File: src/rtl/wishbone_interconnect_2s.sv
// wishbone_interconnect_2s
// Single-master, two-slave Wishbone interconnect. Slave 0 is the device ROM
// table and slave 1 is the SDRAM controller. The upper address field selects
// the slave. Forward and return routing is combinational. Cycles to an
// unmapped select are answered locally with zero data. Slave interrupts are
// merged and registered.
// Build option: define WB_IC_TIMEOUT_EN to add a watchdog. The watchdog
// force-acks a cycle that stalls for TIMEOUT_CYCLES clocks.
module wishbone_interconnect_2s #(
  parameter int ADDR_SEL_MSB = 31,
  parameter int ADDR_SEL_LSB = 24,
  parameter logic [ADDR_SEL_MSB-ADDR_SEL_LSB:0] S0_SEL = 8'h00,
  parameter logic [ADDR_SEL_MSB-ADDR_SEL_LSB:0] S1_SEL = 8'h01,
  parameter int TIMEOUT_CYCLES = 256
) (
  input  logic        clk,
  input  logic        rst,
  input  logic        m_we_i,
  input  logic        m_cyc_i,
  input  logic        m_stb_i,
  output logic        m_ack_o,
  input  logic [31:0] m_dat_i,
  output logic [31:0] m_dat_o,
  input  logic [31:0] m_adr_i,
  output logic        m_int_o,
  output logic        s0_we_o,
  output logic        s1_we_o,
  output logic        s0_cyc_o,
  output logic        s1_cyc_o,
  output logic        s0_stb_o,
  output logic        s1_stb_o,
  input  logic        s0_ack_i,
  input  logic        s1_ack_i,
  output logic [31:0] s0_dat_o,
  output logic [31:0] s1_dat_o,
  input  logic [31:0] s0_dat_i,
  input  logic [31:0] s1_dat_i,
  output logic [31:0] s0_adr_o,
  output logic [31:0] s1_adr_o,
  input  logic        s0_int_i,
  input  logic        s1_int_i
);

  localparam int SEL_W = ADDR_SEL_MSB - ADDR_SEL_LSB + 1;

  // Mask covering the select field, used to strip it from the slave address
  function automatic logic [31:0] sel_mask_f();
    logic [31:0] m;
    m = 32'h0;
    for (int i = 0; i < 32; i++) begin
      if ((i >= ADDR_SEL_LSB) && (i <= ADDR_SEL_MSB)) m[i] = 1'b1;
      else                                            m[i] = 1'b0;
    end
    return m;
  endfunction

  localparam logic [31:0] SEL_MASK = sel_mask_f();

  logic [SEL_W-1:0] sel_q, sel_d;
  logic             cyc_seen_q, cyc_seen_d;
  logic             um_ack_q, um_ack_d;
  logic             int_q, int_d;

  logic [SEL_W-1:0] sel_live_s, sel_eff_s;
  logic             hit0_s, hit1_s, unmapped_s;
  logic             ack_sel_s;
  logic             timeout_s;

  // Slave decode: live select on the first cycle, latched select afterwards
  always_comb begin
    sel_live_s = m_adr_i[ADDR_SEL_MSB:ADDR_SEL_LSB];
    if (cyc_seen_q) sel_eff_s = sel_q;
    else            sel_eff_s = sel_live_s;
    hit0_s     = (sel_eff_s == S0_SEL);
    hit1_s     = (sel_eff_s == S1_SEL) && !hit0_s;
    unmapped_s = !hit0_s && !hit1_s;
    ack_sel_s  = (hit0_s & s0_ack_i) | (hit1_s & s1_ack_i) | (unmapped_s & um_ack_q);
  end

  // Next-state for the select latch, the unmapped-ack pulse and the interrupt
  always_comb begin
    cyc_seen_d = m_cyc_i;
    if (!m_cyc_i)        sel_d = '0;
    else if (!cyc_seen_q) sel_d = sel_live_s;
    else                 sel_d = sel_q;
    // A pulse that has just been issued blocks the next one, so a held strobe is acked every other cycle
    um_ack_d = m_cyc_i & m_stb_i & unmapped_s & ~um_ack_q;
    int_d    = s0_int_i | s1_int_i;
  end

  // State registers for decode, the unmapped ack and the interrupt
  always_ff @(posedge clk or negedge rst) begin
    if (!rst) begin
      sel_q      <= '0;
      cyc_seen_q <= 1'b0;
      um_ack_q   <= 1'b0;
      int_q      <= 1'b0;
    end else begin
      sel_q      <= sel_d;
      cyc_seen_q <= cyc_seen_d;
      um_ack_q   <= um_ack_d;
      int_q      <= int_d;
    end
  end

`ifdef WB_IC_TIMEOUT_EN
  localparam int TO_W = $clog2(TIMEOUT_CYCLES + 1);
  logic [TO_W-1:0] to_cnt_q, to_cnt_d;

  // Watchdog: count stalled strobe cycles and fire when the limit is reached
  always_comb begin
    timeout_s = m_cyc_i & m_stb_i & (to_cnt_q == TO_W'(TIMEOUT_CYCLES));
    if (!m_cyc_i || timeout_s || (m_stb_i && ack_sel_s)) to_cnt_d = '0;
    else if (m_stb_i)                                     to_cnt_d = to_cnt_q + TO_W'(1);
    else                                                  to_cnt_d = to_cnt_q;
  end

  // Watchdog counter register
  always_ff @(posedge clk or negedge rst) begin
    if (!rst) to_cnt_q <= '0;
    else      to_cnt_q <= to_cnt_d;
  end
`else
  // No watchdog in this build: a silent slave stalls the master
  always_comb begin
    timeout_s = 1'b0;
  end
`endif

  // Combinational routing of the forward and return paths, held idle during reset
  always_comb begin
    s0_dat_o = m_dat_i;
    s1_dat_o = m_dat_i;
    s0_adr_o = m_adr_i & ~SEL_MASK;
    s1_adr_o = m_adr_i & ~SEL_MASK;
    if (!rst) begin
      s0_cyc_o = 1'b0;
      s0_stb_o = 1'b0;
      s0_we_o  = 1'b0;
      s1_cyc_o = 1'b0;
      s1_stb_o = 1'b0;
      s1_we_o  = 1'b0;
      m_ack_o  = 1'b0;
      m_dat_o  = 32'h0;
    end else begin
      s0_cyc_o = hit0_s & m_cyc_i;
      s0_stb_o = hit0_s & m_stb_i & ~timeout_s;
      s0_we_o  = hit0_s & m_we_i;
      s1_cyc_o = hit1_s & m_cyc_i;
      s1_stb_o = hit1_s & m_stb_i & ~timeout_s;
      s1_we_o  = hit1_s & m_we_i;
      m_ack_o  = timeout_s | (m_cyc_i & m_stb_i & ack_sel_s);
      if (timeout_s)   m_dat_o = 32'hDEADDEAD;
      else if (hit0_s) m_dat_o = s0_dat_i;
      else if (hit1_s) m_dat_o = s1_dat_i;
      else             m_dat_o = 32'h0;
    end
  end

  assign m_int_o = int_q;

endmodule

File: config.mk
export PLATFORM = sky130hd
export DESIGN_NAME = wishbone_interconnect_2s
export DESIGN_NICKNAME = d
export VERILOG_FILES = /design/src/rtl/wishbone_interconnect_2s.sv
export SDC_FILE = /design/constraint.sdc
export NUM_CORES = 1
export LEC_CHECK = 0
export BUFFER_PORTS_ARGS = -buffer_cell sky130_fd_sc_hd__buf_2
export CORE_AREA = 2 2 117 119
export DETAILED_ROUTE_END_ITERATION = 8
export DIE_AREA = 0 0 119 121
export PLACE_DENSITY = 0.55
export SKIP_LAST_GASP = 1
export SLEW_MARGIN = 15
export SYNTH_ARGS = -nofsm -noshare
export SYNTH_HDL_FRONTEND = slang
export SYNTH_SLANG_ARGS = --single-unit
File: constraint.sdc
create_clock -name clk -period 1.7 [get_ports clk]
set_input_delay 0.255 -clock clk [delete_from_list [all_inputs] [get_ports clk]]
set_output_delay 0.255 -clock clk [all_outputs]
set_load 0.05 [all_outputs]
==> summary.md, run 1 <==
| Metric | Value |
|---|---|
| Die width | `119 um` |
| Layout cells sized above 1 | `0.618` |
| Total power | `1360 uW` |
| Ys async rst share | `1.00` |
| Met3 WL post-DR | `1.15 mm` |
| Sequential share of the synthesized area | `0.134` |
| Failing checks | `negative setup slack` |
| Total gr overflow | `0` |
| Antenna-violating nets left | `0` |
| Outcome | `finished, violations left` |
| Layout net count | `444` |
| CTS tree | `done` |
| Commonest non-fill, non-tap cell in the layout | `buf_2` |
| CTS Buffer Depth | `2` |
| Final wirelength | `7.82 mm` |
| Met2 WL | `3.93 mm` |
| Placed cell area | `0.00241 mm^2` |
| DRT Pass-1 Iters | `5` |
| Sw Pwr | `537 uW` |
| DRC Markers | `0` |
| Via count | `1808` |
| Drt first-iter violations | `27` |
| First-pass GRT wire length | `11.3 mm` |
| Final Hold Vio Count | `0` |
| Core ar. | `0.0131 mm^2` |
| H-tree levels | `1` |
| Post-synthesis cell type count | `24` |
| Leakage | `0.00128 uW` |
| Max-slew violation count | `0` |
| Final setup margin | `-0.665 ns` |
| Initial antenna violation count | `0` |
| Max Freq | `423 MHz` |
| Min Clock Period, post-route | `2.36 ns` |
| Final core occ | `0.221` |
| Netlist Area Pre-Place | `0.00205 mm^2` |
| Starting density of the core | `0.157` |
| Seq pwr share | `0.212` |
| Largest family of logic cells by synthesized area | `buffers and inverters` |
| WL/cell | `16.2 um` |
| Chip height | `121 um` |
| #FFs+latches synth | `11` |
| Pin count of the biggest net entering global routing | `26` |
| Avg Cell Area, Syn | `7.09 um^2` |
| Max cap viols | `0` |
| FF-to-FF setup slack | `-0.06 ns` |
| Total track usage | `0.102` |
| Power per cell area | `470 mW/mm^2` |
| CP startpoint kind | `flop` |
| Clock Skew | `0.00102 ns` |
| Reg-to-Reg End | `um_ack_q` |
| Most frequent cells in the layout | `81 x buf_2, 64 x nand2_1, 38 x buf_6` |
| DP HPWL | `6.35 mm` |
| Worst VDD drop | `459 uV` |
| Hold crit path type | `input pin to asynchronous set/reset pin` |
| Hold-fix buffers, CTS | `0` |
| Vias per cell | `3.75` |
| Synth Area in XOR/XNOR | `0` |
| Kind of critical path | `flop to output pin` |
| Clock sink total | `11` |
| Crit-path max FO | `6` |
| Syn Inst Count | `289` |
| Clk root buf | `clkbuf_16` |
| GPL Wtd Cong | `0.759` |
| Compound-cell area share of the yosys netlist | `0.131` |
| R2r worst-path depth | `6` |
| Post-synthesis adder-cell area fraction | `0` |
| Rows | `42` |
| Setup violators final | `40` |
| Synth Area in Simple Gates | `0.175` |
| Clock-pin slew on the worst setup and hold paths | `0.04 ns` |
| RSZ-0062 raised after global routing | `true` |
| Clock Power Share | `0.316` |
| Met1 wire length | `2.48 mm` |
| Total Die Area | `0.0144 mm^2` |
| Sw Ratio | `0.396` |
| Worst r2r src | `sel_q[3]` |
| Gate power share | `0.473` |
| Number of I/O pins | `305` |
| P_int | `819 uW` |
| Mux contribution to synthesized area | `0.0495` |
| Synth Flop Type | `dfrtp_1` |
| Cell area after layout | `0.00289 mm^2` |
| CTS Buf Count | `3` |
| Crit. End Element | `output pin` |
| Number of diodes | `0` |
| WP data arrival | `2.11 ns` |
| Port Buffers | `120` |
| Top Layer Used | `met4` |
| Worst EP required | `1.44 ns` |
| Area Overhead vs Synth | `41.0%` |
| Vias in the first global route | `1909` |
| Final period utilization | `1.39` |
| Worst-Skew Late Latency | `0.24 ns` |
| EDFF count, synth | `0` |
| Synth warnings | `0` |
-- flip-flops by register name (all words and copies together) (netlist names) --
name        count
m_int_o         1
cyc_seen_q      1
sel_q           8
um_ack_q        1
-- worst max-delay path, stage by stage, from the launching register on --
cell	delay, ns
dfrtp_1	0.37
or4b_4	0.55
o22ai_4	0.20
nand3_4	0.13
buf_12	0.16
buf_16	0.15
nor3_4	0.13
buf_6	0.18
-- cells in the mapped netlist (2+ instances only) --
| cell | number | share of area |
|---|---|---|
| buf_4 | 129 | 0.47 |
| nand2_1 | 64 | 0.12 |
| a21oi_2 | 20 | 0.086 |
| a21oi_1 | 13 | 0.032 |
| dfrtp_1 | 11 | 0.13 |
| mux2i_1 | 9 | 0.044 |
| nor2_1 | 8 | 0.015 |
| nor3_1 | 7 | 0.017 |
| clkbuf_1 | 6 | 0.011 |
| inv_1 | 3 | 0.0055 |
| buf_1 | 2 | 0.0037 |
| buf_2 | 2 | 0.0049 |
| buf_6 | 2 | 0.011 |
| nand3_1 | 2 | 0.0049 |
| nor4_1 | 2 | 0.0061 |
-- routing by layer --
metal	up-vias	global-route usage
met4	0	0.0379
li1	807	-
met5	-	0
met2	184	0.178
met1	796	0.102
met3	21	0.0578
-- worst max path at each step --
| stage | from | cells past startpoint | to |
|---|---|---|---|
| after floorplan | sel_q[7] | 6 | m_dat_o[11] |
| after global placement | sel_q[7] | 6 | s1_we_o |
| after detailed placement | cyc_seen_q | 6 | s0_cyc_o |
| after CTS | sel_q[3] | 7 | m_dat_o[31] |
| after global routing | sel_q[3] | 7 | s0_we_o |
| final | sel_q[3] | 7 | s1_stb_o |
-- power by group through the flow --
stage / Clock, uW / Sequential (uW) / Combinational, uW
floorplan: 0 / 292 / 1120
global placement: 0 / 289 / 572
detailed placement: 0 / 290 / 581
CTS: 435 / 287 / 648
global route: 452 / 289 / 684
finish: 428 / 287 / 641
-- kinds of logic after synthesis --
kind of cell           Yosys count
muxes                           10
and+or+nand+nor                 87
AOI/OAI and AO/OA               36
buffers and inverters          144
DFF                             11
other                            1
-- metrics by stage --
step                std cells  hold WS (ns)  setup WS, ns  setup TNS (ns)
detailed placement        471         0.264        -0.512          -17.23
CTS                       482        0.0139        -0.668          -25.24
floorplan                 304       -0.0406        -0.374          -14.12
global placement          471         0.265        -0.451          -15.41
finish                    482        0.0158        -0.665          -24.25
global route              482        0.0269        -0.751          -27.60
-- layout make-up --
| type | instances | area [um^2] |
|---|---|---|
| Fill cell | 1436 | 10200 |
| Clock buffer | 3 | 75.1 |
| Multi-Input combinational cell | 149 | 1180 |
| Sequential cell | 11 | 275 |
| Tap cell | 176 | 220 |
| Timing Repair Buffer | 139 | 1120 |
| Clock inverter | 1 | 5.00 |
| Inverter | 3 | 11.3 |
-- timing repair --
item | in CTS | in global routing
resized for setup | 87 | 3
setup buffers | 4 | 1
gates cloned | 3 | 0
pin swaps | 10 | 0
endpoints found under the setup margin | 39 | 40
Note: power is estimated with default switching activity, not from simulation.
==> run 2, diff against run 1 <==
--- a/config.mk
+++ b/config.mk
@@ -6,10 +6,13 @@
 export NUM_CORES = 1
 export LEC_CHECK = 0
 export BUFFER_PORTS_ARGS = -buffer_cell sky130_fd_sc_hd__buf_2
+export CAP_MARGIN = 15
 export CORE_AREA = 2 2 117 119
 export DETAILED_ROUTE_END_ITERATION = 8
 export DIE_AREA = 0 0 119 121
 export PLACE_DENSITY = 0.55
+export REMOVE_ABC_BUFFERS = 1
+export SETUP_SLACK_MARGIN = 0.05
 export SKIP_LAST_GASP = 1
 export SLEW_MARGIN = 15
 export SYNTH_ARGS = -nofsm -noshare
==> run 2 against run 1 <==
The run still ends with negative setup slack left. Largest power group unchanged. Count of clock-buffer cells in the layout up 1. Routed wire length up 68%. Critical path type unchanged. Die area unchanged. Sequential power about the same. Core utilization down 2.0 points. Clock power up 2%. Register-to-register slack better by 0.07 ns. Via count up 8.4%. Critical path depth unchanged. Largest cell class is now non-clock buffers.
==> summary.md, run 2 (synthesis gave the netlist of run 1 again) <==
| Metric | Value |
|---|---|
| Total Die Area | `0.0144 mm^2` |
| Worst-Skew Late Latency | `0.24 ns` |
| Pin count of the biggest net entering global routing | `22` |
| Final period utilization | `1.39` |
| Number of I/O pins | `305` |
| Starting density of the core | `0.157` |
| Hold Slack | `0.0563 ns` |
| Top delay family on crit path | `simple AND/OR/NAND/NOR gates` |
| Min Clock Period, post-route | `2.37 ns` |
| Most frequent cells in the layout | `81 x buf_2, 64 x nand2_1, 28 x buf_4` |
| WP data arrival | `2.11 ns` |
| Die width | `119 um` |
| CTS Buf Count | `3` |
| Power per cell area | `495 mW/mm^2` |
| Max incr delay on CP | `0.55 ns` |
| Layout net count | `448` |
| Max cap viols | `0` |
| Clock-pin slew on the worst setup and hold paths | `0.04 ns` |
| R2r worst-path depth | `6` |
| Final Hold Vio Count | `0` |
| CTS Buffer Depth | `2` |
| Reg-to-Reg End | `um_ack_q` |
| Total gr overflow | `0` |
| Final setup margin | `-0.670 ns` |
| Chip height | `121 um` |
| Hold-fix buffers, CTS | `0` |
| RSZ-0062 raised after global routing | `true` |
| Port Buffers | `120` |
| Layout cells sized above 1 | `0.581` |
| CTS tree | `done` |
| Critical-path top delay cell | `or4b_4` |
| Via count | `1960` |
| Total track usage | `0.173` |
| Final wirelength | `13.2 mm` |
| Initial antenna violation count | `0` |
| Vias in the first global route | `1908` |
| Biggest register | `sel_q` |
| Commonest non-fill, non-tap cell in the layout | `buf_2` |
| Failing checks | `negative setup slack` |
| Pre-CTS WS | `-0.495 ns` |
| Cell breakdown of the critical path | `or4b_4 -> o22ai_4 -> nand3_4 -> buf_6 -> clkbuf_16 -> a21oi_4 -> buf_6` |
| Max Freq | `422 MHz` |
| DRT Pass-1 Iters | `4` |
| Filler cells | `1476` |
| Rows | `42` |
| Drt first-iter violations | `81` |
| Kind of critical path | `flop to output pin` |
| Worst EP required | `1.44 ns` |
| Max FFs per register | `8` |
| Clock sink total | `11` |
| Setup violators final | `39` |
| Crit. End Element | `output pin` |
| First-pass GRT wire length | `16.8 mm` |
| CP startpoint kind | `flop` |
| Area Overhead vs Synth | `28.1%` |
| Hold crit path type | `input pin to asynchronous set/reset pin` |
| Buf/Inv on CP | `3` |
| Core ar. | `0.0131 mm^2` |
| WL/cell | `27.1 um` |
| Clk root buf | `clkbuf_16` |
| GPL Wtd Cong | `0.905` |
| Vias per cell | `4.03` |
| Max-slew violation count | `0` |
| Worst VDD drop | `199 uV` |
| Total power | `1300 uW` |
| Outcome | `finished, violations left` |
| FF-to-FF setup slack | `0.01 ns` |
| Worst r2r src | `sel_q[7]` |
| DRC Markers | `0` |
| DP HPWL | `11.3 mm` |
| Clock Skew | `0.000351 ns` |
| Leakage | `0.00125 uW` |
| Final core occ | `0.201` |
| Crit-path max FO | `6` |
| H-tree levels | `1` |
| Number of diodes | `0` |
| Antenna-violating nets left | `0` |
| Most common cell on crit path | `buf_6` |
## run 2: cell types whose count changed in the layout (fill, tap and decap cells not counted), sizes merged
cell / before / now
buf: 139 / 142
clkbuf: 3 / 5
clkinv: 1 / 0
## run 2: stage by stage
stage / std cells / TNS (ns) / area (um^2)
after floorplan: 163 / -71.25 / 1070
after global placement: 477 / -14.34 / 2130
after detailed placement: 477 / -15.20 / 2130
after CTS: 484 / -24.39 / 2450
after global routing: 486 / -26.59 / 2620
final: 486 / -23.68 / 2620
## run 2: routing by layer
layer	part of all wire	global-route usage	up-vias
met5	0.018	0.147	-
met4	0.020	0.0439	8
met3	0.26	0.208	17
met2	0.42	0.241	280
met1	0.29	0.149	838
li1	-	-	817
## run 2: worst reg2reg max path, cell delays in order, from the launching register on
cell	delay, ns
dfrtp_1	0.38
or4b_4	0.55
o22ai_4	0.20
buf_4	0.15
buf_6	0.09
and2_1	0.15
nor4_1	0.05
## run 2: worst max-delay path by stage
| stage | start | depth (start not counted) | slack [ns] | to |
|---|---|---|---|---|
| finish | sel_q[7] | 7 | -0.67 | m_dat_o[22] |
| CTS | cyc_seen_q | 7 | -0.68 | m_dat_o[0] |
| global placement | cyc_seen_q | 7 | -0.48 | s0_cyc_o |
| detailed placement | cyc_seen_q | 7 | -0.49 | s0_cyc_o |
| global route | sel_q[7] | 7 | -0.74 | m_dat_o[22] |
| floorplan | cyc_seen_q | 4 | -2.23 | s0_cyc_o |
## run 2: cell type report
class,count,area [um^2],area share
Inverter,3,11.3,0.00429
Multi-Input combinational cell,149,948,0.361
Timing Repair Buffer,143,1090,0.415
Sequential cell,11,275,0.105
Tap cell,176,220,0.0839
Clock buffer,4,78.8,0.0300
## run 2: repair_timing
action / in CTS / in global routing
gates resized for setup: 63 / 21
setup endpoints to repair: 39 / 40
pin swaps: 1 / 3
gates cloned: 1 / 1
setup buffers: 2 / 2
## run 2: power breakdown
group	switching [uW]	internal (uW)
clock network	120	315
logic	360	214
registers	10.1	278
total	490	807
==> run 3, diff against run 2 <==
==> constraint.sdc (replaced) <==
create_clock -name clk -period 1.7 [get_ports clk]
set_input_delay 0.085 -clock clk [delete_from_list [all_inputs] [get_ports clk]]
set_output_delay 0.085 -clock clk [all_outputs]
set_load 0.05 [all_outputs]
==> run 3 against run 2 <==
The flow still finishes with violations (negative setup slack). Register-to-register slack improved by 0.08 ns. Combinational power rose by 5.2%. Count of clock-buffer cells in the layout is the same. Routed wire length increased by 1.7%. Setup slack improved by 0.13 ns. Global-route usage shrank 0.27 points. Via count increased by 1.5%. Die area did not move. Largest cell class unchanged. Highest routed layer unchanged.
==> summary.md, run 3 (synthesis gave the netlist of run 1 again) <==
| Metric | Value |
|---|---|
| CTS tree | `done` |
| Max-slew violation count | `0` |
| Final Hold Vio Count | `0` |
| Final wirelength | `13.4 mm` |
| Kind of critical path | `flop to output pin` |
| DRC Markers | `0` |
| Outcome | `finished, violations left` |
| Max cap viols | `0` |
| Clock sink total | `11` |
| Power per cell area | `480 mW/mm^2` |
| Filler cells | `1473` |
| Biggest register | `sel_q` |
| Drt first-iter violations | `92` |
| DRT Pass-1 Iters | `4` |
| Placed Cells incl. Taps | `476` |
| Pin count of the biggest net entering global routing | `34` |
| Chip height | `121 um` |
| Clk root buf | `clkbuf_16` |
| Crit-path max FO | `6` |
| First-pass GRT wire length | `16.6 mm` |
| Rows | `42` |
| Via count | `1990` |
| Total Die Area | `0.0144 mm^2` |
| Worst EP required | `1.62 ns` |
| H-tree levels | `1` |
| Max FFs per register | `8` |
| CP startpoint kind | `flop` |
| Failing checks | `negative setup slack` |
| Vias in the first global route | `1901` |
| Core ar. | `0.0131 mm^2` |
| GPL Wtd Cong | `0.946` |
| Total gr overflow | `0` |
| Layout cells sized above 1 | `0.599` |
| Final setup margin | `-0.542 ns` |
| Die width | `119 um` |
| Min Clock Period, post-route | `2.24 ns` |
| WL/cell | `27.4 um` |
| Total track usage | `0.170` |
| Final period utilization | `1.32` |
| WP data arrival | `2.16 ns` |
| Initial antenna violation count | `0` |
| Number of I/O pins | `305` |
| Layout net count | `450` |
| Area of the multi-input gates | `0.00104 mm^2` |
| Most frequent cells in the layout | `81 x buf_2, 64 x nand2_1, 30 x buf_6` |
| Setup tns final | `-18.30 ns` |
| RSZ-0062 raised after global routing | `true` |
| Worst-Skew Late Latency | `0.24 ns` |
| Hold Slack | `0.0381 ns` |
| Register Area | `275 um^2` |
| Number of diodes | `0` |
| Setup violators final | `39` |
| Clock Skew | `0.000508 ns` |
| Post-route insts no fill | `488` |
| Clock-pin slew on the worst setup and hold paths | `0.04 ns` |
| Area Overhead vs Synth | `35.5%` |
| Crit. End Element | `output pin` |
| Worst VDD drop | `239 uV` |
| Max Freq | `446 MHz` |
| CTS Buffer Depth | `2` |
| Commonest non-fill, non-tap cell in the layout | `buf_2` |
| Antenna-violating nets left | `0` |
| Hold crit path type | `input pin to flop` |
| Port Buffers | `120` |
| Starting density of the core | `0.157` |
| DP HPWL | `11.2 mm` |
| Leakage | `0.00128 uW` |
| Vias per cell | `4.08` |
| CTS Buf Count | `3` |
run 3: cell types whose count changed in the layout (fill, tap and decap cells not counted), moves of 2 or more:
cell           before  now
buf_4              28   21
a21oi_4            12   17
buf_6              25   30
a21oi_1            10    7
nor3_4              0    3
a21oi_2            11    9
dlygate4sd3_1       0    2
nor3_1              4    2
run 3: worst max-delay path, stage by stage, from the launching register on:
cell and delay [ns]:
dfrtp_1 0.38, or4b_4 0.56, o22ai_4 0.20, nand3_4 0.14, buf_12 0.16, clkbuf_16 0.17, a21oi_4 0.13, buf_6 0.17
run 3: final cells by class:
type / count / share of cell area
timing repair buffer: 145 / 0.413
clock buffer: 4 / 0.0284
tap: 176 / 0.0794
inverter: 3 / 0.00406
multi-input combinational: 149 / 0.376
sequential: 11 / 0.0992
run 3: routing by layer:
metal  part of all wire  GRT usage  up-vias
li1                   -          -      819
met1               0.29      0.139      867
met2               0.43      0.256      271
met3               0.24      0.200       23
met4              0.015     0.0335       10
met5              0.021      0.140        -
run 3: path summary, 6_finish.rpt:
kind	from	to	slack (ns)	cells after the start
max in group asynchronous	rst	m_int_o	1.17	3
min in group asynchronous	rst	sel_q[6]	0.38	3
hold / removal	s0_int_i	m_int_o	0.04	2
setup / recovery	sel_q[7]	m_dat_o[31]	-0.54	7
setup reg to reg	sel_q[7]	um_ack_q	0.09	5
hold reg to reg	um_ack_q	um_ack_q	0.45	1
run 3: where the power goes:
group          total, uW  internal, uW  switching (uW)
Sequential           288           278            10.1
Combinational        604           224             380
Clock                440           316             125
run 3: what timing repair did:
action | CTS | global route
resized for setup | 65 | 40
pin swaps | 3 | 6
buffers inserted | 0 | 3
gates cloned | 0 | 3
endpoints found under the hold margin | 12 | 0
endpoints found under the setup margin | 39 | 40
hold buffers | 2 | 0
run 3: stage by stage:
stage,total power [uW],util,setup WS (ns),cell area (um^2)
3_3_place_gp,789,0.163,-0.297,2140
2_1_floorplan,574,-,-2.06,1070
4_1_cts,1270,0.187,-0.512,2440
6_report,1330,0.212,-0.542,2780
3_5_place_dp,789,0.163,-0.303,2140
5_1_grt,1400,0.212,-0.585,2780
